$ cat src/rtl/logic_pipe_pkg.sv
// Shared types and constants for the logic_pipe two-stage bitwise pipeline.
package logic_pipe_pkg;

    localparam int unsigned OP_W = 2;

    typedef enum logic [OP_W-1:0] {
        OP_AND    = 2'd0,
        OP_OR     = 2'd1,
        OP_XOR    = 2'd2,
        OP_ABSORB = 2'd3
    } op_e;

endpackage

$ cat src/rtl/logic_pipe_lane.sv
// logic_lane: combinational bitwise operator between the two pipeline stages.
module logic_lane
    import logic_pipe_pkg::*;
#(
    parameter int unsigned WIDTH = 8
) (
    input  logic [WIDTH-1:0] a,
    input  logic [WIDTH-1:0] b,
    input  op_e              op,
    output logic [WIDTH-1:0] y
);

    always_comb begin
        y = '0;
        case (op)
            OP_AND:    y = a & b;
            OP_OR:     y = a | b;
            OP_XOR:    y = a ^ b;
            OP_ABSORB: y = a | (a & b);
            default:   y = '0;
        endcase
    end

endmodule

$ cat src/rtl/logic_pipe.sv
// logic_pipe: two-stage valid/ready bitwise pipeline with saturating transfer counter.
// Optional output parity is enabled by defining LOGIC_PIPE_PARITY_EN.
module logic_pipe
    import logic_pipe_pkg::*;
#(
    parameter int unsigned WIDTH = 8,
    parameter int unsigned CNT_W = 16
) (
    input  logic             clk,
    input  logic             rst_n,
    input  logic             in_valid,
    output logic             in_ready,
    input  logic [WIDTH-1:0] a,
    input  logic [WIDTH-1:0] b,
    input  op_e              op,
    output logic             out_valid,
    input  logic             out_ready,
    output logic [WIDTH-1:0] result,
    output logic [CNT_W-1:0] done_cnt
`ifdef LOGIC_PIPE_PARITY_EN
    ,
    output logic             parity
`endif
);

    localparam logic [CNT_W-1:0] CNT_MAX = '1;

    logic             s1_valid_q, s1_valid_d;
    logic [WIDTH-1:0] s1_a_q, s1_a_d;
    logic [WIDTH-1:0] s1_b_q, s1_b_d;
    op_e              s1_op_q, s1_op_d;
    logic             s2_valid_q, s2_valid_d;
    logic [WIDTH-1:0] result_q, result_d;
    logic [CNT_W-1:0] cnt_q, cnt_d;

    logic             s2_load_c;
    logic             accept_c;
    logic             xfer_c;
    logic [WIDTH-1:0] lane_y;

    // Handshake: in_ready never looks at in_valid, only at pipe state and out_ready.
    always_comb begin
        xfer_c    = s2_valid_q && out_ready;
        s2_load_c = s1_valid_q && (!s2_valid_q || out_ready);
        in_ready  = !s1_valid_q || s2_load_c;
        accept_c  = in_valid && in_ready;
    end

    logic_lane #(
        .WIDTH (WIDTH)
    ) u_lane (
        .a  (s1_a_q),
        .b  (s1_b_q),
        .op (s1_op_q),
        .y  (lane_y)
    );

    always_comb begin
        s1_valid_d = s1_valid_q;
        s1_a_d     = s1_a_q;
        s1_b_d     = s1_b_q;
        s1_op_d    = s1_op_q;
        s2_valid_d = s2_valid_q;
        result_d   = result_q;
        cnt_d      = cnt_q;

        if (accept_c) begin
            s1_valid_d = 1'b1;
            s1_a_d     = a;
            s1_b_d     = b;
            s1_op_d    = op;
        end else if (s2_load_c) begin
            s1_valid_d = 1'b0;
        end

        if (s2_load_c) begin
            s2_valid_d = 1'b1;
            result_d   = lane_y;
        end else if (xfer_c) begin
            s2_valid_d = 1'b0;
        end

        // Counter sticks at all-ones rather than wrapping.
        if (xfer_c && (cnt_q != CNT_MAX)) begin
            cnt_d = cnt_q + CNT_W'(1);
        end
    end

    always_ff @(posedge clk or negedge rst_n) begin
        if (!rst_n) begin
            s1_valid_q <= 1'b0;
            s1_a_q     <= '0;
            s1_b_q     <= '0;
            s1_op_q    <= OP_AND;
            s2_valid_q <= 1'b0;
            result_q   <= '0;
            cnt_q      <= '0;
        end else begin
            s1_valid_q <= s1_valid_d;
            s1_a_q     <= s1_a_d;
            s1_b_q     <= s1_b_d;
            s1_op_q    <= s1_op_d;
            s2_valid_q <= s2_valid_d;
            result_q   <= result_d;
            cnt_q      <= cnt_d;
        end
    end

    assign out_valid = s2_valid_q;
    assign result    = result_q;
    assign done_cnt  = cnt_q;

`ifdef LOGIC_PIPE_PARITY_EN
    logic parity_q, parity_d;

    // Parity travels with result so it is always consistent with the held beat.
    always_comb begin
        parity_d = parity_q;
        if (s2_load_c) begin
            parity_d = ^lane_y;
        end
    end

    always_ff @(posedge clk or negedge rst_n) begin
        if (!rst_n) begin
            parity_q <= 1'b0;
        end else begin
            parity_q <= parity_d;
        end
    end

    assign parity = parity_q;
`endif

endmodule

$ cat config.mk
export PLATFORM = sky130hd
export DESIGN_NAME = logic_pipe
export DESIGN_NICKNAME = d
export VERILOG_FILES = /design/src/rtl/logic_pipe_pkg.sv /design/src/rtl/logic_pipe_lane.sv /design/src/rtl/logic_pipe.sv
export SDC_FILE = /design/constraint.sdc
export NUM_CORES = 1
export LEC_CHECK = 0
export BUFFER_PORTS_ARGS = -buffer_cell sky130_fd_sc_hd__buf_4
export CAP_MARGIN = 5
export CORE_MARGIN = 2
export CORE_UTILIZATION = 24
export DETAILED_ROUTE_END_ITERATION = 10
export GPL_TIMING_DRIVEN = 0
export HOLD_SLACK_MARGIN = 0.1
export PLACE_DENSITY = 0.42
export REMOVE_ABC_BUFFERS = 1
export SYNTH_ARGS = -nofsm -noshare
export SYNTH_HDL_FRONTEND = slang
export SYNTH_SLANG_ARGS = --single-unit
$ cat constraint.sdc
create_clock -name clk -period 3.9 [get_ports clk]
set_input_delay 0.39 -clock clk [delete_from_list [all_inputs] [get_ports clk]]
set_output_delay 0.39 -clock clk [all_outputs]
set_load 0.05 [all_outputs]
==> out/metrics.csv, run 1 <==
stage;metric;value;unit
die;num rows;35;
route;First-pass DRT Iterations;4;
route;DRT antenna net count;0;
worst_setup_path;CP Capture Type;flip-flop;
worst_setup_path;crit path launch type;flip-flop;
synthesis;Yosys top cell area share;49.7;%
synthesis;Post-synth top cells;dfrtp_1 (44), nor2_1 (33), a21oi_1 (20);
synthesis;main combinational cell family by area after synthesis;simple AND/OR/NAND/NOR gates;
final_layout;n_diodes;0;
route;Total Wirelength;4660;µm
global_routing;pin count of the biggest net entering global routing;45;
synthesis;asr flop ratio synth;100;%
worst_setup_path;FF-to-FF End;done_cnt[1];
worst_setup_path;crit path max fanout;6;
global_routing;first-pass GRT wire length;7790;µm
synthesis;Synth Area in Adders;5.09;%
clock_tree;Reg clk slew, reported paths;90;ps
global_routing;antenna violations before repair;0;
synthesis;synth top area cells;dfrtp_1 (50%), nor2_1 (5.6%), ha_1 (5.1%);
clock_tree;# resized after CTS;0;
route;Residual DRC;0;
power;Final Power;1540;µW
synthesis;top-count cell post-synth;dfrtp_1;
clock_tree;CTS buffer count;5;
die;Die ar.;0.0100;mm²
synthesis;Post-Syn Area;0.00221;mm²
worst_setup_path;crit path DAT;1920;ps
clock_tree;Clock Tree Buf Depth;2;
worst_setup_path;crit-path cells;ha_1 > and4_4 > a41oi_4 > mux2_4;
sta;Worst Max-Slew Pin Slew;926;ps
synthesis;Synth Area in Simple Gates;17.4;%
die;Die X;100;µm
sta;Slew Limit Fails;0;
clock_tree;CTS Hold Bufs;0;
sta;Setup-failing EPs final;0;
sta;minimum clock period;1740;ps
worst_setup_path;crit path kind;reg -> reg;
synthesis;Seq/Total Area, Yosys;49.7;%
placed_design;placer's final routability congestion estimate;0.716;
final_layout;NumNets Final;284;
route;via count;1674;
sta;Tcrit/Tclk final;44.6;%
sta;relative slew slack;38.3;%
power;Leakage;0.00124;µW
die;die height;100;µm
worst_setup_path;worst reg-to-reg setup slack;2160;ps
outcome;outcome;completed;
placed_design;port buffer count;47;
sta;post-route setup TNS;0;ps
power;P per Cell Area;557;mW/mm²
worst_setup_path;Critical Path RT;4080;ps
synthesis;post-synthesis cell count;207;
route;wire per inst;12.8;µm
synthesis;Top FF cell, synth;dfrtp_1;
synthesis;Synth area leader;dfrtp_1;
clock_tree;Setup Buffers After CTS;0;
sta;Fmax;575;MHz
synthesis;Yosys cell types;36;
global_routing;M3 GR Usage;3.13;%
final_layout;# fillers;970;
clock_tree;H-tree depth;2;
route;DR vias/cell;4.59;
synthesis;YS warnings;0;
worst_setup_path;Largest stage delay, worst path;440;ps
worst_setup_path;CP max stage cell;dfrtp_1;
global_routing;total congestion overflow;0;
sta;clock skew;6.16;ps
power;VDD IR-drop max;0.376;mV
flow_run;max_cap viols;0;
clock_tree;Clk Latency, worst-skew pair;290;ps
global_routing;gr busiest metal;met2;
synthesis;flops & latches, synth;44;
placed_design;HPWL Detailed;3230;µm
die;Core ar.;0.00911;mm²
global_routing;GRT Util Overall;9.81;%
clock_tree;clk sink count;44;
synthesis;Post-Synth XOR/XNOR Area;4.35;%
die;Top Ports;48;
sta;Hold Vio Cnt, Final;0;
final_layout;area grow syn2layout;24.7;%
global_routing;met2 GRT Util;15.4;%
sta;Worst Hold Slack;82.8;ps
synthesis;syn_area_per_cell;10.7;µm²
route;Initial DRC Count;23;
global_routing;routing usage on met1;13.0;%
die;Starting Density;24.3;%
clock_tree;CTS tree;yes;
synthesis;Post-synth EDFFs;0;
synthesis;post-synthesis mux area share;9.84;%
final_layout;Finished Core Util;30.3;%
worst_setup_path;Worst R2R Path Depth;4;
worst_setup_path;Worst R2R Start;done_cnt[0];
synthesis;Synth Area in Compound Gates;11.9;%
sta;RSZ-0062 raised after global routing;no;
hold_path;worst min path class;in -> async;
global_routing;vias in the first global route;1581;
clock_tree;CTS root buf;clkbuf_8;
final_layout;share of layout cells above drive strength 1;30.7;%
## layer usage
layer	vias to the layer above	routed length, µm
li1	830	-
met1	798	2360
met2	42	1990
met3	4	277
met4	0	34
met5	-	0
## cell usage in the layout, fill, tap and decap left out, types with 5 or more instances in the layout
cell and count:
nand2_1 13, dfrtp_1 44, clkbuf_8 6, a211oi_1 8
o21ai_0 6, a21oi_1 20, buf_4 47, nand3_1 5
nor2_1 33, xnor2_1 10, nand4_1 5, ha_1 9
mux2_2 10, mux2_1 8
## state kept, by name, indices dropped and copies added, names as in the netlist
signal,cells
s1_valid_q,1
s1_b_q,8
s1_a_q,8
out_valid,1
done_cnt,16
s1_op_q,2
result,8
## worst max-delay path: cells and delay by family, from the launching register on
kind | cells | cell delay, ps
AO/OA/AOI/OAI | 1 | 330
adder cells (fa/ha/maj) | 1 | 290
flip-flops | 1 | 440
multiplexers | 1 | 330
AND/OR/NAND/NOR | 1 | 240
## worst max-delay path by stage
stage                      startpoint          end  slack, ps  depth (start not counted)
final                     done_cnt[0]  done_cnt[1]       2160                          4
after floorplan             out_valid   s1_op_q[0]       1990                          3
after detailed placement  done_cnt[0]  done_cnt[1]       2150                          4
after CTS                 done_cnt[0]  done_cnt[1]       2140                          4
after global routing       s1_op_q[0]    result[7]       2050                          4
after global placement    done_cnt[0]  done_cnt[1]       2170                          4
## cell families after synthesis
| logic type | count (synthesis) |
|---|---|
| buffers and inverters | 8 |
| DFF | 44 |
| muxes | 19 |
| xor gates and xnor gates | 11 |
| and+or+nand+nor | 74 |
| AOI/OAI and AO/OA | 42 |
| adders and majority gates | 9 |
## power breakdown
group,switching (µW),total [µW],internal (µW)
combinational,364,577,213
sequential,118,663,545
clock,155,297,142
## cell type report
class                           instances  area [µm²]  share of cell area [%]
Sequential cell                        44        1100                    39.9
Timing Repair Buffer                   47         353                    12.8
Clock buffer                            6        82.6                    2.99
Multi-Input combinational cell        155        1070                    38.9
Clock inverter                          2        10.0                   0.363
Tap cell                              111         139                    5.03
## stage by stage
| stage | worst slack [ps] | std cells | cell area (µm²) |
|---|---|---|---|
| floorplan | 1990 | 199 | 2180 |
| global placement | 2170 | 357 | 2670 |
| detailed placement | 2150 | 357 | 2670 |
| CTS | 2140 | 365 | 2760 |
| global route | 2050 | 365 | 2760 |
| finish | 2160 | 365 | 2760 |
(Power assumes the default switching activity.)
==> inputs of run 2 (changes only) <==
--- a/config.mk
+++ b/config.mk
@@ -5,6 +5,7 @@
 export SDC_FILE = /design/constraint.sdc
 export NUM_CORES = 1
 export LEC_CHECK = 0
+export ABC_AREA = 1
 export BUFFER_PORTS_ARGS = -buffer_cell sky130_fd_sc_hd__buf_4
 export CAP_MARGIN = 5
 export CORE_MARGIN = 2
@@ -12,7 +13,7 @@
 export DETAILED_ROUTE_END_ITERATION = 10
 export GPL_TIMING_DRIVEN = 0
 export HOLD_SLACK_MARGIN = 0.1
-export PLACE_DENSITY = 0.42
+export PLACE_DENSITY = 0.41
 export REMOVE_ABC_BUFFERS = 1
 export SYNTH_ARGS = -nofsm -noshare
 export SYNTH_HDL_FRONTEND = slang
==> constraint.sdc (replaced) <==
create_clock -name clk -period 1.75 [get_ports clk]
set_input_delay 0.175 -clock clk [delete_from_list [all_inputs] [get_ports clk]]
set_output_delay 0.175 -clock clk [all_outputs]
set_load 0.05 [all_outputs]
==> run 2 against run 1 <==
  * Critical path type unchanged
  * Synthesized cell count increased by 48%
  * Sequential power increased by 110%
  * Sequential cell count unchanged
  * Via count increased by 23%
==> out/metrics.csv, run 2 <==
stage;metric;value;unit;change
synthesis;synth top area cells;dfrtp_1 (46%), nand2_1 (15%), inv_1 (6.2%);;
die;Die X;103;µm;+3.3%
synthesis;flops & latches, synth;44;;unchanged
clock_tree;Reg clk slew, reported paths;100;ps;about the same
global_routing;antenna violations before repair;0;;unchanged
clock_tree;H-tree depth;2;;unchanged
power;VDD IR-drop max;0.476;mV;+27%
final_layout;sequential cell area;0.00110;mm²;+0.34%
power;P per Cell Area;1130;mW/mm²;+100%
route;Initial DRC Count;85;;+270%
global_routing;GRT Util Overall;12.0;%;+2.2 points
synthesis;Synth Area in Compound Gates;9.08;%;-2.8 points
die;Starting Density;24.5;%;+0.17 points
synthesis;Post-synth top cells;nand2_1 (95), dfrtp_1 (44), inv_1 (39);;
route;DRT antenna net count;0;;unchanged
worst_setup_path;CP Capture Type;flip-flop;;
synthesis;Seq/Total Area, Yosys;46.5;%;-3.3 points
synthesis;Post-Syn Area;0.00237;mm²;+7.1%
clock_tree;clk sink count;44;;unchanged
route;First-pass DRT Iterations;4;;unchanged
synthesis;Synth Area in Simple Gates;28.0;%;+11 points
sta;minimum clock period;1590;ps;-152 ps
power;clock share of power;24.9;%;+5.6 points
clock_tree;CTS root buf;clkbuf_8;;
die;Core ar.;0.00968;mm²;+6.3%
global_routing;total congestion overflow;0;;unchanged
power;Reg power frac;40.8;%;-2.3 points
sta;Worst Max-Slew Pin Slew;740;ps;-186 ps
synthesis;Post-synth EDFFs;0;;unchanged
synthesis;Top FF cell, synth;dfrtp_1;;
synthesis;Yosys top cell area share;46.5;%;-3.3 points
placed_design;port buffer count;47;;unchanged
route;wire per inst;12.0;µm;-6.2%
sta;post-route setup TNS;0;ps;unchanged
flow_run;max_cap viols;0;;unchanged
synthesis;Post-Synth XOR/XNOR Area;2.96;%;-1.4 points
placed_design;placer's final routability congestion estimate;0.739;;+3.1%
synthesis;post-synthesis cell count;306;;+48%
final_layout;commonest non-fill, non-tap cell in the layout;nand2_1;;
global_routing;first-pass GRT wire length;10000;µm;+29%
synthesis;asr flop ratio synth;100;%;unchanged
synthesis;Yosys cell types;23;;-36%
sta;clock skew;12.1;ps;+5.95 ps
power;Final Power;3380;µW;+120%
power;Sw Pwr;1340;µW;+110%
clock_tree;CTS buffer count;5;;unchanged
clock_tree;Clk Latency, worst-skew pair;300;ps;about the same
route;Total Wirelength;5850;µm;+26%
global_routing;vias in the first global route;2119;;+34%
sta;Fmax;630;MHz;+9.6%
power;Logic pwr share;34.3;%;-3.2 points
synthesis;top-count cell post-synth;nand2_1;;
power;Leakage;0.00144;µW;+16%
die;Die ar.;0.0107;mm²;+6.8%
clock_tree;Clock Tree Buf Depth;2;;unchanged
worst_setup_path;crit path DAT;1770;ps;-150 ps
die;num rows;36;;+2.9%
route;DR vias/cell;4.20;;-8.5%
hold_path;worst min path class;in -> reg;;
die;Top Ports;48;;unchanged
synthesis;YS warnings;0;;unchanged
sta;Hold Vio Cnt, Final;0;;unchanged
outcome;outcome;completed;;
synthesis;syn_area_per_cell;7.74;µm²;-28%
route;Residual DRC;0;;unchanged
worst_setup_path;crit path launch type;flip-flop;;
synthesis;main combinational cell family by area after synthesis;simple AND/OR/NAND/NOR gates;;
final_layout;n_diodes;0;;unchanged
final_layout;multi-input combinational cell area;0.00107;mm²;-0.58%
final_layout;max reg flops;16;;unchanged
synthesis;post-synthesis mux area share;0;%;-9.8 points
final_layout;area grow syn2layout;26.3;%;
die;die height;103;µm;+3.3%
worst_setup_path;crit path max fanout;13;;+7
placed_design;HPWL Detailed;4050;µm;+25%
final_layout;share of layout cells above drive strength 1;21.1;%;-9.6 points
global_routing;pin count of the biggest net entering global routing;45;;unchanged
sta;relative slew slack;50.7;%;+12 points
power;Cell Int Power;2040;µW;+130%
final_layout;# fillers;1058;;+9.1%
synthesis;Synth area leader;dfrtp_1;;
final_layout;most frequent cells in the layout;nand2_1 (94), buf_4 (49), dfrtp_1 (41);;
route;via count;2053;;+23%
sta;RSZ-0062 raised after global routing;no;;
sta;Tcrit/Tclk final;90.7;%;+46 points
sta;Setup-failing EPs final;0;;unchanged
worst_setup_path;Critical Path RT;1930;ps;-2150 ps
worst_setup_path;crit path kind;reg -> reg;;
synthesis;Synth Area in Adders;4.75;%;-0.34 points
final_layout;NumNets Final;386;;+36%
sta;Slew Limit Fails;0;;unchanged
power;fraction of power spent switching nets;39.7;%;-1.7 points
clock_tree;CTS tree;yes;;
==> run 2: changes by cell type in the layout (fill, tap and decap cells not counted), sizes merged, moves of 3 or more <==
cell | previous run | this run
a211oi | 8 | 0
a31oi | 3 | 0
and3 | 4 | 0
and4 | 4 | 0
inv | 0 | 40
mux2 | 19 | 0
nand2 | 14 | 99
nand2b | 3 | 0
nand3 | 5 | 8
nand4 | 6 | 14
o21ai | 9 | 21
xnor2 | 10 | 7
==> run 2: cell families (layout without fill, tap and decap cells) <==
kind of cell	after synthesis	after routing
simple gates	156	156
flops	44	44
compound gates	40	40
buf+inv	49	99
fa+ha+maj	9	9
xor+xnor	8	8
==> run 2: final cells by class <==
| type | instances | share of cell area [%] |
|---|---|---|
| Inverter | 41 | 5.18 |
| Multi-Input combinational cell | 213 | 35.7 |
| Clock inverter | 2 | 1.30 |
| Sequential cell | 44 | 36.9 |
| Clock buffer | 6 | 2.76 |
| Tap cell | 133 | 5.56 |
| Timing Repair Buffer | 50 | 12.6 |
==> run 2: power by group through the flow <==
| stage | logic (µW) | clock network (µW) | registers [µW] |
|---|---|---|---|
| after global routing | 1290 | 926 | 1410 |
| final | 1160 | 841 | 1380 |
| after detailed placement | 1160 | 0 | 1400 |
| after CTS | 1180 | 884 | 1380 |
| after floorplan | 397 | 0 | 1760 |
| after global placement | 1150 | 0 | 1390 |
==> run 2: timing repair <==
item                                    4_1_cts  5_1_grt
endpoints found under the hold margin        44        0
pin swaps                                     1        0
buffers inserted                              2        0
hold buffers                                  1        0
endpoints found under the setup margin       31       20
gates resized for setup                       1        5
==> run 2: worst max-delay path, cell delays in order, from the launching register on <==
cell and delay, ps:
dfrtp_2 420, ha_2 250, nand3_2 130, clkinv_2 100, nand2_4 60, o21ai_4 200
buf_4 230, o21ai_0 90
==> run 2: routing by layer <==
metal / global-route usage, % / up-vias / wire length, µm
met5: 0 / - / 0
met4: 2.94 / 0 / 41
met3: 2.69 / 5 / 249
met2: 21.7 / 40 / 2750
met1: 14.5 / 947 / 2810
li1: - / 1061 / -
==> run 2: path summary, 6_finish.rpt <==
path / end / cells after the start / startpoint / slack (ps)
setup / recovery: done_cnt[2] / 7 / done_cnt[0] / 160
hold / removal: s1_a_q[2] / 3 / a[2] / 110
setup reg to reg: done_cnt[2] / 7 / done_cnt[0] / 160
hold reg to reg: result[5] / 2 / result[5] / 500
max in group asynchronous: s1_op_q[0] / 2 / rst_n / 890
min in group asynchronous: s1_a_q[5] / 2 / rst_n / 400
==> run 2: through the flow <==
step	cells	setup WS [ps]	instance area (µm²)	util (%)	hold slack, ps
6_report	489	163	2990	30.9	111
5_1_grt	489	16.1	2990	30.9	109
4_1_cts	489	17.0	2990	30.8	103
3_5_place_dp	478	-204	2840	29.3	237
3_3_place_gp	478	-209	2840	29.3	232
2_1_floorplan	298	-578	2320	-	-121
